## src/rtl/err_log_pkg.sv

```systemverilog
// Shared constants, entry layout and helpers for the error event logger.
package err_log_pkg;

   localparam int unsigned ERRSIG_ID_num = 7;
   localparam int unsigned TS_W          = 32;
   localparam int unsigned CNT_W         = 16;
   localparam int unsigned SEL_W         = $clog2(ERRSIG_ID_num);

   localparam int unsigned ENTRY_TS_LSB  = 0;
   localparam int unsigned ENTRY_A_LSB   = ENTRY_TS_LSB + TS_W;
   localparam int unsigned ENTRY_B_LSB   = ENTRY_A_LSB + ERRSIG_ID_num;
   localparam int unsigned ENTRY_W       = ENTRY_B_LSB + ERRSIG_ID_num;

   localparam logic [CNT_W-1:0] CNT_MAX  = 16'hFFFF;

   typedef logic [ERRSIG_ID_num-1:0] err_vec_t;

   typedef struct packed {
      err_vec_t        edge_b;
      err_vec_t        edge_a;
      logic [TS_W-1:0] ts;
   } err_entry_t;

   // Saturating increment shared by all 16-bit counters
   function automatic logic [CNT_W-1:0] sat_inc(input logic [CNT_W-1:0] v);
      return (v == CNT_MAX) ? v : v + CNT_W'(1);
   endfunction

endpackage

```

## src/rtl/err_log_fifo.sv

```systemverilog
// Single-clock first-word-fall-through FIFO with registered head, flags and level.
module err_log_fifo #(
   parameter int unsigned WIDTH = 8,
   parameter int unsigned DEPTH = 64
) (
   input  logic                     i_clk,
   input  logic                     i_rst,
   input  logic                     wr_en,
   input  logic [WIDTH-1:0]         din,
   input  logic                     rd_en,
   output logic [WIDTH-1:0]         dout,
   output logic                     empty,
   output logic                     full,
   output logic [$clog2(DEPTH):0]   level
);

   localparam int unsigned AW = $clog2(DEPTH);
   localparam int unsigned LW = AW + 1;

   logic [WIDTH-1:0] mem [DEPTH];
   logic [AW-1:0]    wr_ptr;
   logic [AW-1:0]    rd_ptr;
   logic [AW-1:0]    rd_nxt;
   logic [LW-1:0]    level_d;
   logic             wr_ok;
   logic             rd_ok;

   // A full FIFO still accepts a write when the head is popped in the same cycle
   always_comb begin
      rd_ok   = rd_en && !empty;
      wr_ok   = wr_en && (!full || rd_en);
      rd_nxt  = rd_ptr + AW'(1);
      level_d = level;
      if (wr_ok && !rd_ok) begin
         level_d = level + LW'(1);
      end else if (rd_ok && !wr_ok) begin
         level_d = level - LW'(1);
      end
   end

   always_ff @(posedge i_clk) begin
      if (wr_ok) begin
         mem[wr_ptr] <= din;
      end
   end

   always_ff @(posedge i_clk) begin
      if (i_rst) begin
         wr_ptr <= '0;
         rd_ptr <= '0;
         level  <= '0;
         empty  <= 1'b1;
         full   <= 1'b0;
         dout   <= '0;
      end else begin
         if (wr_ok) begin
            wr_ptr <= wr_ptr + AW'(1);
         end
         if (rd_ok) begin
            rd_ptr <= rd_nxt;
         end
         level <= level_d;
         empty <= (level_d == '0);
         full  <= (level_d == LW'(DEPTH));
         // Head register: bypass din into an empty/draining FIFO, else prefetch next slot
         if (wr_ok && (empty || (rd_ok && level == LW'(1)))) begin
            dout <= din;
         end else if (rd_ok && level > LW'(1)) begin
            dout <= mem[rd_nxt];
         end
      end
   end

endmodule

```

## src/rtl/err_event_logger.sv

```systemverilog
// Timestamped rising-edge logger for the duplicated error vectors, with per-ID counters.
// Optional A/B disagreement detection is built when ERR_LOG_MISMATCH_EN is defined.
module err_event_logger
   import err_log_pkg::*;
#(
   parameter int unsigned FIFO_DEPTH   = 64
`ifdef ERR_LOG_MISMATCH_EN
 , parameter int unsigned MISMATCH_WIN = 16
`endif
) (
   input  logic                          i_clk,
   input  logic                          i_rst,
   input  logic [ERRSIG_ID_num-1:0]      error_A,
   input  logic [ERRSIG_ID_num-1:0]      error_B,
   input  logic                          i_ts_clr,
   input  logic                          i_cnt_clr,
   input  logic                          i_rd_en,
   output logic [ENTRY_W-1:0]            o_rd_data,
   output logic                          o_empty,
   output logic                          o_full,
   output logic [$clog2(FIFO_DEPTH):0]   o_level,
   output logic [CNT_W-1:0]              o_ovf_cnt,
   input  logic [SEL_W-1:0]              i_cnt_sel,
   output logic [CNT_W-1:0]              o_cnt_A,
   output logic [CNT_W-1:0]              o_cnt_B,
   output logic [ERRSIG_ID_num-1:0]      o_mismatch
);

   err_vec_t                              err_a_d;
   err_vec_t                              err_b_d;
   err_vec_t                              edge_a;
   err_vec_t                              edge_b;
   logic [TS_W-1:0]                       ts_q;
   err_entry_t                            entry_d;
   err_entry_t                            entry_q;
   logic                                  entry_vld_q;
   logic                                  drop;
   logic [CNT_W-1:0]                      ovf_d;
   logic [ERRSIG_ID_num-1:0][CNT_W-1:0]   cnt_a_q;
   logic [ERRSIG_ID_num-1:0][CNT_W-1:0]   cnt_b_q;
   logic [ERRSIG_ID_num-1:0][CNT_W-1:0]   cnt_a_d;
   logic [ERRSIG_ID_num-1:0][CNT_W-1:0]   cnt_b_d;
   logic [CNT_W-1:0]                      cnt_a_sel;
   logic [CNT_W-1:0]                      cnt_b_sel;

   // Edge detect, entry build and overflow accounting
   always_comb begin
      edge_a         = error_A & ~err_a_d;
      edge_b         = error_B & ~err_b_d;
      entry_d.edge_b = edge_b;
      entry_d.edge_a = edge_a;
      entry_d.ts     = ts_q;
      drop           = entry_vld_q && o_full && !i_rd_en;
      ovf_d          = o_ovf_cnt;
      if (i_cnt_clr) begin
         ovf_d = '0;
      end else if (drop) begin
         ovf_d = sat_inc(o_ovf_cnt);
      end
   end

   // Per-ID counters; clear takes priority over a coincident edge
   always_comb begin
      cnt_a_sel = '0;
      cnt_b_sel = '0;
      for (int i = 0; i < ERRSIG_ID_num; i++) begin
         cnt_a_d[i] = cnt_a_q[i];
         cnt_b_d[i] = cnt_b_q[i];
         if (i_cnt_clr) begin
            cnt_a_d[i] = '0;
            cnt_b_d[i] = '0;
         end else begin
            if (edge_a[i]) begin
               cnt_a_d[i] = sat_inc(cnt_a_q[i]);
            end
            if (edge_b[i]) begin
               cnt_b_d[i] = sat_inc(cnt_b_q[i]);
            end
         end
         if (i_cnt_sel == SEL_W'(i)) begin
            cnt_a_sel = cnt_a_q[i];
            cnt_b_sel = cnt_b_q[i];
         end
      end
   end

   always_ff @(posedge i_clk) begin
      if (i_rst) begin
         ts_q        <= '0;
         err_a_d     <= '0;
         err_b_d     <= '0;
         entry_q     <= '0;
         entry_vld_q <= 1'b0;
         cnt_a_q     <= '0;
         cnt_b_q     <= '0;
         o_ovf_cnt   <= '0;
         o_cnt_A     <= '0;
         o_cnt_B     <= '0;
      end else begin
         ts_q        <= i_ts_clr ? '0 : ts_q + TS_W'(1);
         err_a_d     <= error_A;
         err_b_d     <= error_B;
         entry_q     <= entry_d;
         entry_vld_q <= |{edge_a, edge_b};
         cnt_a_q     <= cnt_a_d;
         cnt_b_q     <= cnt_b_d;
         o_ovf_cnt   <= ovf_d;
         o_cnt_A     <= cnt_a_sel;
         o_cnt_B     <= cnt_b_sel;
      end
   end

   err_log_fifo #(
      .WIDTH (ENTRY_W),
      .DEPTH (FIFO_DEPTH)
   ) u_fifo (
      .i_clk (i_clk),
      .i_rst (i_rst),
      .wr_en (entry_vld_q),
      .din   (entry_q),
      .rd_en (i_rd_en),
      .dout  (o_rd_data),
      .empty (o_empty),
      .full  (o_full),
      .level (o_level)
   );

`ifdef ERR_LOG_MISMATCH_EN
   localparam int unsigned MM_W = $clog2(MISMATCH_WIN + 1);

   logic [ERRSIG_ID_num-1:0][MM_W-1:0] mm_cnt_q;
   logic [ERRSIG_ID_num-1:0][MM_W-1:0] mm_cnt_d;
   err_vec_t                           mm_flag_d;

   // Run-length of A/B disagreement per ID; flag is sticky once the window is reached
   always_comb begin
      for (int i = 0; i < ERRSIG_ID_num; i++) begin
         mm_cnt_d[i]  = '0;
         mm_flag_d[i] = o_mismatch[i];
         if (i_cnt_clr) begin
            mm_flag_d[i] = 1'b0;
         end else if (error_A[i] != error_B[i]) begin
            mm_cnt_d[i] = (mm_cnt_q[i] == MM_W'(MISMATCH_WIN)) ? mm_cnt_q[i]
                                                              : mm_cnt_q[i] + MM_W'(1);
            if (mm_cnt_d[i] == MM_W'(MISMATCH_WIN)) begin
               mm_flag_d[i] = 1'b1;
            end
         end
      end
   end

   always_ff @(posedge i_clk) begin
      if (i_rst) begin
         mm_cnt_q   <= '0;
         o_mismatch <= '0;
      end else begin
         mm_cnt_q   <= mm_cnt_d;
         o_mismatch <= mm_flag_d;
      end
   end
`else
   assign o_mismatch = '0;
`endif

endmodule

```

## config.mk

```make
export PLATFORM = sky130hd
export DESIGN_NAME = err_event_logger
export DESIGN_NICKNAME = d
export VERILOG_FILES = /design/src/rtl/err_log_pkg.sv /design/src/rtl/err_log_fifo.sv /design/src/rtl/err_event_logger.sv
export SDC_FILE = /design/constraint.sdc
export NUM_CORES = 2
export LEC_CHECK = 0
export ABC_AREA = 1
export CORE_AREA = 3 3 476 478
export DETAILED_ROUTE_END_ITERATION = 12
export DIE_AREA = 0 0 479 481
export DONT_BUFFER_PORTS = 1
export PLACE_DENSITY = 0.78
export SYNTH_ARGS = -nofsm -noshare
export SYNTH_HDL_FRONTEND = slang
export SYNTH_SLANG_ARGS = --single-unit
```

## constraint.sdc

```tcl
create_clock -name i_clk -period 5.4 [get_ports i_clk]
set_clock_uncertainty 0.1 [all_clocks]
set_input_delay 0.81 -clock i_clk [delete_from_list [all_inputs] [get_ports i_clk]]
set_output_delay 0.81 -clock i_clk [all_outputs]
set_load 0.03 [all_outputs]
```

==> impl_metrics.tcl <==
set metrics [dict create \
    status "complete, no violations" \
    placed_area_um2 142000 \
    holdCritPathClass "in2reg" \
    post-route-min-period_ps 3910 \
    power.density_nw_per_um2 387 \
    ys_seq_area_share_pct 70.3 \
    tns_ps 0 \
    grt_pass1_vias 95469 \
    critPathArrivalTime_ps 4400 \
    start_kind "flop" \
    worstSetupEndpointType "flop" \
    max_freq_ghz 0.256 \
    first_pass_iters 9 \
    cts_resized 0 \
    clkLatencyLatePin_ps 980 \
    drv_slew 0 \
    drt_iter0_markers 16487 \
    ios 132 \
    postSynthCellCount 12512 \
    ys_warn_count 0 \
    wl_per_cell_um 26.1 \
    core-area_um2 222000 \
    tightest_slew_ps 1390 \
    postCtsSetupRepairBufs 0 \
    path_max_fanout 30 \
    place_hpwl_um 219000 \
    ant_nets 0 \
    holdBufCountCts 18 \
    cts_buffers 347 \
    critPathKind "reg2reg" \
    clkSinkCount 3376 \
    drive_above_1_share_pct 7.12 \
    cts_tree "built" \
    area_growth_pct 10.8 \
    synth_area_per_cell_um2 11.0 \
    drc 0 \
    io_buffer_count 0 \
    setup_viol 0 \
    grt_max_degree 218 \
    die_x_um 479 \
    synth_top_cell_by_area "edfxtp_1" \
    hold_slack_ps 56.1 \
    initial_core_util_pct 62.1 \
    cts_root_buffer "clkbuf_16" \
    dr_total_vias 100666 \
    p_leak_nw 53.8 \
    avgViaCountPerCell 6.44 \
    ys_types 44 \
    crit_required_ps 5890 \
    final_area_um2 153000 \
    dieArea_um2 230000 \
    grt_pass1_wl_um 600000 \
    timing_hold_violations_final 0 \
    rsz0062_at_grt "false" \
    clk_pin_slew_ps 60 \
    yosysTopAreaCellShare_pct 64.0 \
    slew-limit-headroom_pct 7.29 \
    wl_um 408000 \
    final_core_util_pct 68.8 \
    vdd_drop_max_v 0.000316 \
    ys_ff_latch 3376 \
    gp_congestion 0.905 \
    fp-row-count 173 \
    period_share_pct 72.4 \
    synthTopCellsByArea "edfxtp_1 64%, nand3_1 11%, nand2_1 9.4%, dfxtp_1 6.3%, buf_2 1.7%" \
    antenna_found_initial 11 \
    synthesis.area_um2 138000 \
    cap_violations 0 \
    grt-ovfl-total 0 \
    grtUsageTotal_pct 34.8 \
    clockBufferDepth 4 \
    nets 12433 \
    die_h_um 481 \
    h-tree-depth 5 \
]
## where the power goes
| part | total (mW) | internal (mW) | switching (mW) |
|---|---|---|---|
| combinational | 7.38 | 1.96 | 5.42 |
| sequential | 28.6 | 28.2 | 0.361 |
| clock | 23.3 | 13.5 | 9.77 |
## worst max-delay path, cell delays in order, from the launching register on
cell and delay, ps:
dfxtp_1 420, nand2_1 190, nand2_2 220, inv_1 270, nand4_1 910, nor2_4 1020
buf_12 320
## logic make-up (layout without fill, tap and decap cells)
group	Yosys count	in the layout	share of synthesized area [%]
simple gates	7109	7109	22.5
compound gates	709	709	2.77
other cells	1	10	0.00272
buf+inv	1241	1375	3.86
xor+xnor	55	55	0.349
fa+ha+maj	21	21	0.190
flops	3376	3376	70.3
## placed cells by master, fill, tap and decap left out, types with 151 or more instances in the layout
| cell type | count |
|---|---|
| a21oi_1 | 299 |
| dfxtp_1 | 385 |
| nor3_1 | 151 |
| o21ai_0 | 281 |
| clkbuf_16 | 351 |
| nand3_1 | 3011 |
| buf_4 | 185 |
| nor2_1 | 270 |
| nand2_1 | 3458 |
| inv_1 | 470 |
| edfxtp_1 | 2944 |
## flip-flops by register name, indices dropped and copies added (netlist names)
| name | flops |
|---|---|
| u_fifo.rd_ptr | 6 |
| u_fifo.wr_ptr | 6 |
| o_cnt_A | 16 |
| err_b_d | 7 |
| o_ovf_cnt | 16 |
| entry_vld_q | 1 |
| u_fifo.mem | 2944 |
| u_fifo.full | 1 |
| cnt_b_q | 112 |
| u_fifo.dout | 46 |
| err_a_d | 7 |
| entry_q | 46 |
| cnt_a_q | 112 |
| o_cnt_B | 16 |
| u_fifo.level | 7 |
| u_fifo.empty | 1 |
| ts_q | 32 |
## stage by stage
stage               power, mW  setup WS [ps]  cells
floorplan                33.7            366  12518
global route             60.9           1500  15630
detailed placement       36.2           1230  14998
finish                   59.3           1490  15630
global placement         36.1           1220  14998
CTS                      59.1           1610  15627
## area by class of cell
| cell class | count | area [um2] |
|---|---|---|
| clock buffers | 448 | 9350 |
| clock inverters | 163 | 1530 |
| multi-input cells | 7901 | 36300 |
| flip-flops and latches | 3376 | 97100 |
| diodes | 3 | 7.51 |
| inverters | 485 | 1850 |
| fillers | 14999 | 69300 |
| well taps | 2975 | 3720 |
| repair buffers | 279 | 3110 |
## final timing paths
kind,cells after the start,startpoint,endpoint,slack (ps)
worst max-delay path,6,u_fifo.full,u_fifo.mem[45][18],1490
worst min-delay path,3,i_rst,cnt_b_q[31],60
worst max register to register,6,u_fifo.full,u_fifo.mem[45][18],1490
worst min register to register,2,ts_q[31],entry_q[31],320
## cell usage after synthesis, drive strengths merged
library cell	count
a21oi	299
nor4	36
xnor2	5
conb	1
nand3	3011
o21bai	1
inv	482
nand2	3463
a31oi	9
nor3b	32
and3	3
dfxtp	432
o22ai	26
a41oi	1
clkbuf	221
ha	21
nor2	342
nand4	52
a211oi	18
buf	535
o21a	8
clkinv	3
or2	9
nand3b	2
xor2	50
o31ai	2
o211ai	6
nor3	158
edfxtp	2944
o21ai	308
and2	1
o221ai	31
## routing by layer
metal  vias to the layer above  global-route usage, %  share of wire (%)
li1                      43773                      -                  -
met5                         -                      0                  0
met4                         0                   19.2                6.2
met3                      1325                   8.24                 13
met2                      7531                   53.5                 45
met1                     48037                   46.3                 35
No activity file was read; power rests on OpenSTA's default activity.
